### src/rtl/multicycle_control_pkg.sv
`default_nettype none
// ---------------------------------------------------------------------------
// mips_ctrl_pkg : shared types and encodings for the multi-cycle MIPS control
// Revision      : 1.0
// ---------------------------------------------------------------------------
package mips_ctrl_pkg;

  typedef enum logic [3:0] {
    S_FETCH    = 4'd0,
    S_DECODE   = 4'd1,
    S_EXEC_R   = 4'd2,
    S_WB_R     = 4'd3,
    S_EXEC_I   = 4'd4,
    S_WB_I     = 4'd5,
    S_MEM_ADDR = 4'd6,
    S_MEM_RD   = 4'd7,
    S_MEM_WR   = 4'd8,
    S_WB_MEM   = 4'd9,
    S_BRANCH   = 4'd10,
    S_JUMP     = 4'd11
  } state_t;

  typedef enum logic [1:0] {
    ALU_CLASS_ADD   = 2'b00,
    ALU_CLASS_SUB   = 2'b01,
    ALU_CLASS_FUNCT = 2'b10
  } alu_class_t;

  localparam logic [5:0] OP_RTYPE = 6'b000000;
  localparam logic [5:0] OP_ADDI  = 6'b001000;
  localparam logic [5:0] OP_LW    = 6'b100011;
  localparam logic [5:0] OP_SW    = 6'b101011;
  localparam logic [5:0] OP_BEQ   = 6'b000100;
  localparam logic [5:0] OP_J     = 6'b000010;

  localparam logic [5:0] FN_ADD = 6'b100000;
  localparam logic [5:0] FN_SUB = 6'b100010;
  localparam logic [5:0] FN_AND = 6'b100100;
  localparam logic [5:0] FN_OR  = 6'b100101;
  localparam logic [5:0] FN_SLT = 6'b101010;
  localparam logic [5:0] FN_SLL = 6'b000000;

  localparam logic [3:0] ALU_AND = 4'b0000;
  localparam logic [3:0] ALU_OR  = 4'b0001;
  localparam logic [3:0] ALU_ADD = 4'b0010;
  localparam logic [3:0] ALU_SUB = 4'b0110;
  localparam logic [3:0] ALU_SLT = 4'b0111;
  localparam logic [3:0] ALU_SLL = 4'b1000;

  localparam logic [1:0] SRCB_REG     = 2'b00;
  localparam logic [1:0] SRCB_FOUR    = 2'b01;
  localparam logic [1:0] SRCB_IMM     = 2'b10;
  localparam logic [1:0] SRCB_IMM_SH2 = 2'b11;

  localparam logic [1:0] PCSRC_ALU    = 2'b00;
  localparam logic [1:0] PCSRC_ALUOUT = 2'b01;
  localparam logic [1:0] PCSRC_JUMP   = 2'b10;

  // States in which the controller waits on the memory handshake.
  function automatic logic is_wait_state(input state_t s);
    return (s == S_FETCH) || (s == S_MEM_RD) || (s == S_MEM_WR);
  endfunction

endpackage
`default_nettype wire

### src/rtl/multicycle_control_if.sv
`default_nettype none
// ---------------------------------------------------------------------------
// multicycle_control_if : decoder/datapath side bundle of the MIPS controller
// Revision              : 1.0
// ---------------------------------------------------------------------------
interface multicycle_control_if;
  import mips_ctrl_pkg::*;

  logic [5:0] opcode;
  logic [5:0] funct;
  logic       zero;
  logic       mem_ready;

  logic       pc_write;
  logic       ir_write;
  logic       mem_read;
  logic       mem_write;
  logic       reg_write;
  logic       reg_dst;
  logic       mem_to_reg;
  logic       alu_src_a;
  logic [1:0] alu_src_b;
  logic [3:0] alu_op;
  logic [1:0] pc_source;
  logic       illegal;
  logic       mem_error;
  state_t     state;

  modport master (
    input  opcode, funct, zero, mem_ready,
    output pc_write, ir_write, mem_read, mem_write, reg_write, reg_dst,
           mem_to_reg, alu_src_a, alu_src_b, alu_op, pc_source, illegal,
           mem_error, state
  );

  modport slave (
    output opcode, funct, zero, mem_ready,
    input  pc_write, ir_write, mem_read, mem_write, reg_write, reg_dst,
           mem_to_reg, alu_src_a, alu_src_b, alu_op, pc_source, illegal,
           mem_error, state
  );

endinterface
`default_nettype wire

### src/rtl/multicycle_control_alu_control.sv
`default_nettype none
// ---------------------------------------------------------------------------
// mips_alu_control : maps {ALU class, funct} to the 4-bit ALU control code
// Revision         : 1.0
// ---------------------------------------------------------------------------
module mips_alu_control
  import mips_ctrl_pkg::*;
(
  input  alu_class_t alu_class,
  input  logic [5:0] funct,
  output logic [3:0] alu_op,
  output logic       funct_valid
);

  logic [3:0] funct_op;

  // funct_valid ignores the class so DECODE can judge R-type legality
  // while the ALU itself is busy computing the branch target.
  always_comb begin
    funct_op    = ALU_ADD;
    funct_valid = 1'b1;
    case (funct)
      FN_ADD:  funct_op = ALU_ADD;
      FN_SUB:  funct_op = ALU_SUB;
      FN_AND:  funct_op = ALU_AND;
      FN_OR:   funct_op = ALU_OR;
      FN_SLT:  funct_op = ALU_SLT;
      FN_SLL:  funct_op = ALU_SLL;
      default: funct_valid = 1'b0;
    endcase
  end

  always_comb begin
    alu_op = ALU_ADD;
    case (alu_class)
      ALU_CLASS_SUB:   alu_op = ALU_SUB;
      ALU_CLASS_FUNCT: alu_op = funct_op;
      default:         alu_op = ALU_ADD;
    endcase
  end

endmodule
`default_nettype wire

### src/rtl/multicycle_control.sv
`default_nettype none
// ---------------------------------------------------------------------------
// multicycle_control : multi-cycle MIPS control FSM with memory timeout
// Revision           : 1.0
// ---------------------------------------------------------------------------
module multicycle_control
  import mips_ctrl_pkg::*;
#(
  parameter int MEM_TIMEOUT = 16
) (
  input  logic                 clk,
  input  logic                 reset,
  multicycle_control_if.master bus
);

  localparam logic [7:0] TIMEOUT_LAST = 8'(MEM_TIMEOUT - 1);

  state_t     state_reg;
  state_t     state_next;
  state_t     decode_target;
  logic       decode_illegal;
  logic [7:0] wait_count;
  logic [7:0] wait_count_next;
  logic       waiting;
  logic       timeout;

  alu_class_t alu_class;
  logic       alu_enable;
  logic [3:0] alu_op_raw;
  logic       funct_valid;

  logic       pc_write;
  logic       ir_write;
  logic       mem_read;
  logic       mem_write;
  logic       reg_write;
  logic       reg_dst;
  logic       mem_to_reg;
  logic       alu_src_a;
  logic [1:0] alu_src_b;
  logic [1:0] pc_source;
  logic       illegal;
  logic       mem_error;

  mips_alu_control u_alu_control (
    .alu_class   (alu_class),
    .funct       (bus.funct),
    .alu_op      (alu_op_raw),
    .funct_valid (funct_valid)
  );

  always_comb begin
    decode_target  = S_FETCH;
    decode_illegal = 1'b0;
    case (bus.opcode)
      OP_RTYPE: begin
        if (funct_valid) decode_target = S_EXEC_R;
        else             decode_illegal = 1'b1;
      end
      OP_ADDI:      decode_target = S_EXEC_I;
      OP_LW, OP_SW: decode_target = S_MEM_ADDR;
      OP_BEQ:       decode_target = S_BRANCH;
      OP_J:         decode_target = S_JUMP;
      default:      decode_illegal = 1'b1;
    endcase
  end

  // A late mem_ready on the final wait cycle takes priority over the timeout.
  assign waiting = is_wait_state(state_reg);
  assign timeout = waiting && !bus.mem_ready && (wait_count == TIMEOUT_LAST);
  assign wait_count_next = (waiting && !bus.mem_ready && !timeout)
                         ? wait_count + 8'd1 : 8'd0;

  always_comb begin
    state_next = state_reg;
    case (state_reg)
      S_FETCH:    if (bus.mem_ready) state_next = S_DECODE;
      S_DECODE:   state_next = decode_target;
      S_EXEC_R:   state_next = S_WB_R;
      S_WB_R:     state_next = S_FETCH;
      S_EXEC_I:   state_next = S_WB_I;
      S_WB_I:     state_next = S_FETCH;
      S_MEM_ADDR: state_next = (bus.opcode == OP_SW) ? S_MEM_WR : S_MEM_RD;
      S_MEM_RD: begin
        if (bus.mem_ready)  state_next = S_WB_MEM;
        else if (timeout)   state_next = S_FETCH;
      end
      S_MEM_WR:   if (bus.mem_ready || timeout) state_next = S_FETCH;
      S_WB_MEM:   state_next = S_FETCH;
      S_BRANCH:   state_next = S_FETCH;
      S_JUMP:     state_next = S_FETCH;
      default:    state_next = S_FETCH;
    endcase
  end

  always_ff @(posedge clk) begin
    if (reset) begin
      state_reg  <= S_FETCH;
      wait_count <= 8'd0;
    end else begin
      state_reg  <= state_next;
      wait_count <= wait_count_next;
    end
  end

  // Moore decode, silenced entirely while reset is asserted.
  always_comb begin
    pc_write   = 1'b0;
    ir_write   = 1'b0;
    mem_read   = 1'b0;
    mem_write  = 1'b0;
    reg_write  = 1'b0;
    reg_dst    = 1'b0;
    mem_to_reg = 1'b0;
    alu_src_a  = 1'b0;
    alu_src_b  = SRCB_REG;
    pc_source  = PCSRC_ALU;
    alu_class  = ALU_CLASS_ADD;
    alu_enable = 1'b0;
    illegal    = 1'b0;
    mem_error  = 1'b0;
    if (!reset) begin
      mem_error = timeout;
      case (state_reg)
        S_FETCH: begin
          mem_read   = 1'b1;
          alu_src_b  = SRCB_FOUR;
          alu_enable = 1'b1;
          ir_write   = bus.mem_ready;
          pc_write   = bus.mem_ready;
        end
        S_DECODE: begin
          alu_src_b  = SRCB_IMM_SH2;
          alu_enable = 1'b1;
          illegal    = decode_illegal;
        end
        S_EXEC_R: begin
          alu_src_a  = 1'b1;
          alu_class  = ALU_CLASS_FUNCT;
          alu_enable = 1'b1;
        end
        S_WB_R: begin
          reg_write = 1'b1;
          reg_dst   = 1'b1;
        end
        S_EXEC_I, S_MEM_ADDR: begin
          alu_src_a  = 1'b1;
          alu_src_b  = SRCB_IMM;
          alu_enable = 1'b1;
        end
        S_WB_I:   reg_write = 1'b1;
        S_MEM_RD: mem_read  = 1'b1;
        S_MEM_WR: mem_write = 1'b1;
        S_WB_MEM: begin
          reg_write  = 1'b1;
          mem_to_reg = 1'b1;
        end
        S_BRANCH: begin
          alu_src_a  = 1'b1;
          alu_class  = ALU_CLASS_SUB;
          alu_enable = 1'b1;
          pc_source  = PCSRC_ALUOUT;
          pc_write   = bus.zero;
        end
        S_JUMP: begin
          pc_source = PCSRC_JUMP;
          pc_write  = 1'b1;
        end
        default: ;
      endcase
    end
  end

  assign bus.pc_write   = pc_write;
  assign bus.ir_write   = ir_write;
  assign bus.mem_read   = mem_read;
  assign bus.mem_write  = mem_write;
  assign bus.reg_write  = reg_write;
  assign bus.reg_dst    = reg_dst;
  assign bus.mem_to_reg = mem_to_reg;
  assign bus.alu_src_a  = alu_src_a;
  assign bus.alu_src_b  = alu_src_b;
  assign bus.alu_op     = alu_enable ? alu_op_raw : 4'b0000;
  assign bus.pc_source  = pc_source;
  assign bus.illegal    = illegal;
  assign bus.mem_error  = mem_error;
  assign bus.state      = state_reg;

endmodule
`default_nettype wire

### src/flat_wrapper.sv
// flat-port wrapper written by rule: the top's interface ports become plain ports
module multicycle_control_flat import mips_ctrl_pkg::*;
#(
  parameter int MEM_TIMEOUT = 16
)
  (clk, reset, bus_opcode, bus_funct, bus_zero, bus_mem_ready, bus_pc_write, bus_ir_write, bus_mem_read, bus_mem_write, bus_reg_write, bus_reg_dst, bus_mem_to_reg, bus_alu_src_a, bus_alu_src_b, bus_alu_op, bus_pc_source, bus_illegal, bus_mem_error, bus_state);
  multicycle_control_if bus_i ();
  input  logic clk;
  input  logic reset;
  input wire logic [$bits(bus_i.opcode)-1:0] bus_opcode;
  input wire logic [$bits(bus_i.funct)-1:0] bus_funct;
  input wire logic [$bits(bus_i.zero)-1:0] bus_zero;
  input wire logic [$bits(bus_i.mem_ready)-1:0] bus_mem_ready;
  output wire logic [$bits(bus_i.pc_write)-1:0] bus_pc_write;
  output wire logic [$bits(bus_i.ir_write)-1:0] bus_ir_write;
  output wire logic [$bits(bus_i.mem_read)-1:0] bus_mem_read;
  output wire logic [$bits(bus_i.mem_write)-1:0] bus_mem_write;
  output wire logic [$bits(bus_i.reg_write)-1:0] bus_reg_write;
  output wire logic [$bits(bus_i.reg_dst)-1:0] bus_reg_dst;
  output wire logic [$bits(bus_i.mem_to_reg)-1:0] bus_mem_to_reg;
  output wire logic [$bits(bus_i.alu_src_a)-1:0] bus_alu_src_a;
  output wire logic [$bits(bus_i.alu_src_b)-1:0] bus_alu_src_b;
  output wire logic [$bits(bus_i.alu_op)-1:0] bus_alu_op;
  output wire logic [$bits(bus_i.pc_source)-1:0] bus_pc_source;
  output wire logic [$bits(bus_i.illegal)-1:0] bus_illegal;
  output wire logic [$bits(bus_i.mem_error)-1:0] bus_mem_error;
  output wire logic [$bits(bus_i.state)-1:0] bus_state;
  assign bus_i.opcode = bus_opcode;
  assign bus_i.funct = bus_funct;
  assign bus_i.zero = bus_zero;
  assign bus_i.mem_ready = bus_mem_ready;
  assign bus_pc_write = bus_i.pc_write;
  assign bus_ir_write = bus_i.ir_write;
  assign bus_mem_read = bus_i.mem_read;
  assign bus_mem_write = bus_i.mem_write;
  assign bus_reg_write = bus_i.reg_write;
  assign bus_reg_dst = bus_i.reg_dst;
  assign bus_mem_to_reg = bus_i.mem_to_reg;
  assign bus_alu_src_a = bus_i.alu_src_a;
  assign bus_alu_src_b = bus_i.alu_src_b;
  assign bus_alu_op = bus_i.alu_op;
  assign bus_pc_source = bus_i.pc_source;
  assign bus_illegal = bus_i.illegal;
  assign bus_mem_error = bus_i.mem_error;
  assign bus_state = bus_i.state;
  multicycle_control #(.MEM_TIMEOUT(MEM_TIMEOUT)) u_core (.clk(clk), .reset(reset), .bus(bus_i));
endmodule
### config.mk
export PLATFORM = sky130hd
export DESIGN_NAME = multicycle_control_flat
export DESIGN_NICKNAME = d
export VERILOG_FILES = /design/src/rtl/multicycle_control_pkg.sv /design/src/rtl/multicycle_control_if.sv /design/src/rtl/multicycle_control_alu_control.sv /design/src/rtl/multicycle_control.sv /design/src/flat_wrapper.sv
export SDC_FILE = /design/constraint.sdc
export NUM_CORES = 1
export LEC_CHECK = 0
export CORE_ASPECT_RATIO = 0.8
export CORE_MARGIN = 4
export CORE_UTILIZATION = 44
export DETAILED_ROUTE_END_ITERATION = 8
export PLACE_DENSITY_LB_ADDON = 0.12
export SYNTH_ARGS = -nofsm -noshare
export SYNTH_HDL_FRONTEND = slang
export SYNTH_SLANG_ARGS = --single-unit
### constraint.sdc
create_clock -name clk -period 3.2 [get_ports clk]
set_input_delay 0.96 -clock clk [delete_from_list [all_inputs] [get_ports clk]]
set_output_delay 0.96 -clock clk [all_outputs]
set_load 0.005 [all_outputs]
==> results.ini <==
[placed_design]
placed_cells = 229
port_buffers = 37
gp_congestion = 0.856
dpl_cell_area_mm2 = 0.00160
place_hpwl_um = 2640
post-place-ws_ps = -864

[cells_and_area]
largest_reg_flops = 8
fill_cells = 160
area_growth_pct = 70.3
drive_above_1_share = 0.327
stdcell_area_mm2 = 0.00178
multiInputGateArea_um2 = 856
layoutNonFillerInstCount = 242
fin_nets = 237
n_antenna_cell = 0
seqCellArea_um2 = 240

[logic_synthesis]
synth.most_common_cell = nor2_1
ys_top_cells_by_area = dfxtp_1 (23%), nor2_1 (8.3%), nand2_1 (4.3%)
synthTopCellsByCount = nor2_1 (23), dfxtp_1 (12), nand2_1 (12)
async_flop_share = 0
yosys_warnings = 0
synth_area_per_cell_um2 = 7.02
synth_edf_count = 0
synth_cell_types = 40
syn-cell-area_mm2 = 0.00105
netlist.area_leader.share = 0.230
yosysTopAreaCell = dfxtp_1
ys_seq_area_frac = 0.230
synth-main-ff-cell = dfxtp_1
synth-seq-cells = 12
synthCells = 149
syn_nets = 168

[pwr]
power_density_mw_per_mm2 = 222
power_leakage_nw = 0.771
vdd_ir_drop_max_mv = 0.191
finalPower_w = 0.000396

[grt]
antenna_found_initial = 0
track_usage = 0.221
grt_overflow = 0
grt_pass1_vias = 1350
grt_max_degree = 17
grt_pass1_wl_um = 5830

[critical_path]
worst_r2r_path_depth = 7
endpoint_kind = output port
worstPathArrival_ps = 2220
worstReg2RegStart = u_core.bus.state[2]
reg2reg_slack_ps = 1290
timing.rr.end = u_core.wait_count[6]
startpoint_type = input port
path_class = input port to output port
critPathRequiredTime_ps = 2240
crit_fanout = 4

[cts]
clk_latency_ps = 270
clockBufferDepth = 2
clock_sinks = 12
holdBufCountCts = 0
cts_tree = yes
cts_root_buffer = clkbuf_4
cts_buffers = 3
htreeDepth = 1
clk_pin_slew_ps = 70

[drt]
vias = 1387
via_per_inst = 5.73
finalWirelength_um = 3630
drtIter0Drc = 65
drt-pass1-iter-count = 4
post_drt_wl_per_cell_um = 15.0
drc = 0
ant_nets = 0

[sta]
fmax_ghz = 0.315
fin_hold_ws_ps = 443
drv_slew = 0
slew_headroom = 0.722
finalWorstSetupSlack_ps = 22.2
post-route-period-util = 0.993
fin_crit_ps = 3180
timing_hold_violations_final = 0
fin_skew_ps = 1.38
finalSetupViolations = 0
tightest_slew_ps = 407
rsz0062_at_grt = true

[floorplan]
dieHeight_um = 51.6
design.core.area_mm2 = 0.00221
ios = 38
start_util = 0.472
die_x_um = 62.5
die_area_mm2 = 0.00323
rows = 15

[min_path]
min_path_cells = 1
hp-start = u_core.wait_count[0]
min_to = u_core.wait_count[0]
hp-class = flop to flop

[outcome]
outcome = complete, no violations

[flow_run]
cap_violations = 0

[where the power goes]
group | internal [W] | leakage (nW) | total [W] | switching, W
Combinational | 0.0000636 | 0.653 | 0.000121 | 0.0000577
Clock | 0.0000692 | 0.0210 | 0.000118 | 0.0000485
Sequential | 0.000152 | 0.0972 | 0.000157 | 0.00000495
[cell type report]
cell class / count / area share
timing repair buffer: 71 / 0.330
multi-input combinational: 122 / 0.480
tap: 25 / 0.0176
inverter: 8 / 0.0169
clock buffer: 4 / 0.0204
sequential: 12 / 0.135
[cell families (layout without fill, tap and decap cells)]
family,after synthesis,in the layout,share of synthesized area
AND/OR/NAND/NOR,80,80,0.395
flip-flops,12,12,0.230
buffers and inverters,15,83,0.0634
adder cells (fa/ha/maj),3,3,0.0359
XOR/XNOR,8,8,0.0670
AO/OA/AOI/OAI,31,31,0.209
[per-stage QoR]
step	TNS, ps	util
after global routing	-55.7	0.805
after detailed placement	-5450	0.722
after CTS	0	0.782
after global placement	-4960	0.722
after floorplan	0	-
final	0	0.805
[how the worst max path moves through the flow]
| stage | start | end | slack, ps | cells past startpoint |
|---|---|---|---|---|
| floorplan | reset | bus_alu_op[0] | 200 | 6 |
| global placement | reset | bus_alu_op[3] | -740 | 7 |
| detailed placement | reset | bus_alu_op[3] | -860 | 7 |
| CTS | reset | bus_alu_op[2] | 4 | 7 |
| global route | bus_funct[4] | bus_alu_op[3] | -30 | 5 |
| finish | bus_funct[4] | bus_alu_op[3] | 20 | 5 |
[routing by layer]
metal / global-route usage / up-vias / wire length, um
met5: 0 / - / 0
met4: 0.0293 / 0 / 36
met3: 0.0583 / 4 / 309
met2: 0.400 / 73 / 1730
met1: 0.271 / 636 / 1550
li1: - / 674 / -
[layout by cell type (no fill, tap or decap), types with 2 or more instances in the layout]
master	count
nor4_2	2
dlygate4sd2_1	11
nor3_1	5
buf_4	33
dfxtp_1	12
and3_1	5
nor3_2	2
inv_2	4
nand4_1	2
inv_1	4
xnor2_1	3
xor2_1	5
a31oi_1	2
nand3_1	7
nand2b_1	5
and2_1	2
nand2_1	11
nor2_2	7
a211o_1	2
nor2_1	18
nand4b_1	2
clkbuf_4	3
nand3b_1	2
clkdlybuf4s15_1	2
a211oi_1	3
clkdlybuf4s50_1	17
a21oi_1	3
buf_2	6
o21ai_1	2
a32o_1	2
a21o_1	2
o21ai_0	3
o22ai_1	2
[timing repair]
item | in CTS | in global routing
gates resized for setup | 51 | 16
endpoints found under the setup margin | 17 | 5
endpoints found under the hold margin | 0 | 0
pin swaps | 11 | 6
setup buffers | 7 | 2
[worst max-delay path, cell delays in order]
cell             delay, ps
clkdlybuf4s50_1        520
nor2_2                 160
nand3_2                130
nor4_4                 290
buf_2                  150
No activity file was read; power rests on OpenSTA's default activity.
==> edit: new RTL, same flow settings <==
Make the reset (`reset`) asynchronous in one clocked block.
--- a/src/rtl/multicycle_control.sv
+++ b/src/rtl/multicycle_control.sv
@@ -94,5 +94,5 @@
   end
 
-  always_ff @(posedge clk) begin
+  always_ff @(posedge clk or posedge reset) begin
     if (reset) begin
       state_reg  <= S_FETCH;
Check against the original RTL: differs if reset is asserted again (counterexample within 4 cycles, from zero or initial values and one cycle with reset high); with reset held inactive, the same outputs for 10 cycles.
==> edit against the unedited design <==
The flow now finishes with violations (setup timing); hold slack better by 0.030 ns; worst setup slack got worse by 0.16 ns; synthesized area rose by 14%; global-route usage down 0.51 points; sequential cell count unchanged; clock skew is 0.0072 ns higher; routed wire length grew 4.7%; design area is 9.8% higher; critical endpoint is now bus_alu_op[2].
Power is not compared: it rests on default switching activity, and its combinational part moved more than twofold at a synthesized area within 25%.
==> edit: results (changes against the unedited design) <==
- Final setup TNS: -0.207 ns (-0.207 ns)
- R2R setup slack: 1.49 ns (+0.20 ns)
- Worst reg2reg path endpoint: u_core.wait_count[4]
- Placed cell count: 245 (+7.0%)
- Area leader, netlist: dfrtp_1
- Setup Buffers After CTS: 6 (-1)
- Failing checks: setup timing
- Compound-Gate Fraction of Synth Area: 0.178 (-0.0309)
- Critical Path Start: bus_funct[5]
- RD Place Congestion: 0.838 (-2.0%)
- Syn_nets: 175 (+4.2%)
- R2R cell count: 6 (-1)
- Drt via density: 5.50 (-4.0%)
- Min-delay src: u_core.wait_count[0]
- Slew headroom: 0.723 (about the same)
- Post-synthesis cell count: 156 (+4.7%)
- Most area-consuming cells after synthesis: dfrtp_1 (25%), nor2_1 (5.0%), a211oi_1 (3.8%)
- Final setup vio count: 2 (+2)
- # fillers: 185 (+16%)
- Post-synth ARST share: 1.00 (+1.00)
- Seq/Total Area, Yosys: 0.252 (+0.0222)
- Routed WL: 3.80 mm (+4.7%)
- Hold Path End: u_core.wait_count[0]
- Post-Synth Adder-Cell Area: 0.0315 (-0.00441)
- Layout Skew: 0.00853 ns (+0.00715 ns)
- Post-Place Worst Slack: -0.851 ns (+0.0138 ns)
- First-pass GRT wire length: 5.91 mm (+1.3%)
- Worst Setup Slack, final: -0.137 ns (-0.159 ns)
- Ratio of cells with drive above 1 in the final layout: 0.374 (+0.0472)
- Status: finished with violations
[edit: cell count changes after synthesis, moves of 3 or more]
cell / before / now
or3_1: 0 / 3
a211oi_1: 3 / 6
nor3b_1: 0 / 3
buf_2: 2 / 6
nor2_2: 2 / 6
nand2b_1: 6 / 3
dfrtp_1: 0 / 12
and3_1: 5 / 2
nor2_1: 23 / 16
or2_2: 0 / 3
dfxtp_1: 12 / 0
o21ai_0: 3 / 7
[edit: final cells by class]
cell class / count / area [µm²] / area share
clock buffers: 3 / 22.5 / 0.0115
multi-input cells: 124 / 943 / 0.482
well taps: 36 / 45.0 / 0.0230
flip-flops and latches: 12 / 300 / 0.154
repair buffers: 72 / 612 / 0.313
inverters: 8 / 32.5 / 0.0166
[edit: critical path, delay by kind of cell]
family | cells | cell delay, ns
buffers and inverters | 2 | 0.72
and+or+nand+nor | 2 | 0.58
AOI/OAI and AO/OA | 1 | 0.11
[edit: how the worst max path moves through the flow]
stage	end	slack [ns]	depth (start not counted)
2_1_floorplan	bus_alu_op[1]	0.002	8
3_3_place_gp	bus_alu_op[3]	-0.81	8
3_5_place_dp	bus_alu_op[0]	-0.85	8
4_1_cts	bus_alu_op[1]	-0.04	6
5_1_grt	bus_alu_op[1]	-0.15	6
6_report	bus_alu_op[2]	-0.14	5
[edit: report_power, final]
group          switching (W)  internal, W
clock              0.0000522    0.0000436
sequential         0.0000157     0.000171
combinational       0.000218     0.000213
total               0.000286     0.000428
[edit: per-layer routing]
| metal | vias to the layer above | track usage | share of wire |
|---|---|---|---|
| met5 | - | 0 | 0 |
| met4 | 0 | 0.0574 | 0.018 |
| met2 | 51 | 0.371 | 0.48 |
| li1 | 696 | - | - |
| met3 | 11 | 0.0513 | 0.064 |
| met1 | 645 | 0.273 | 0.44 |
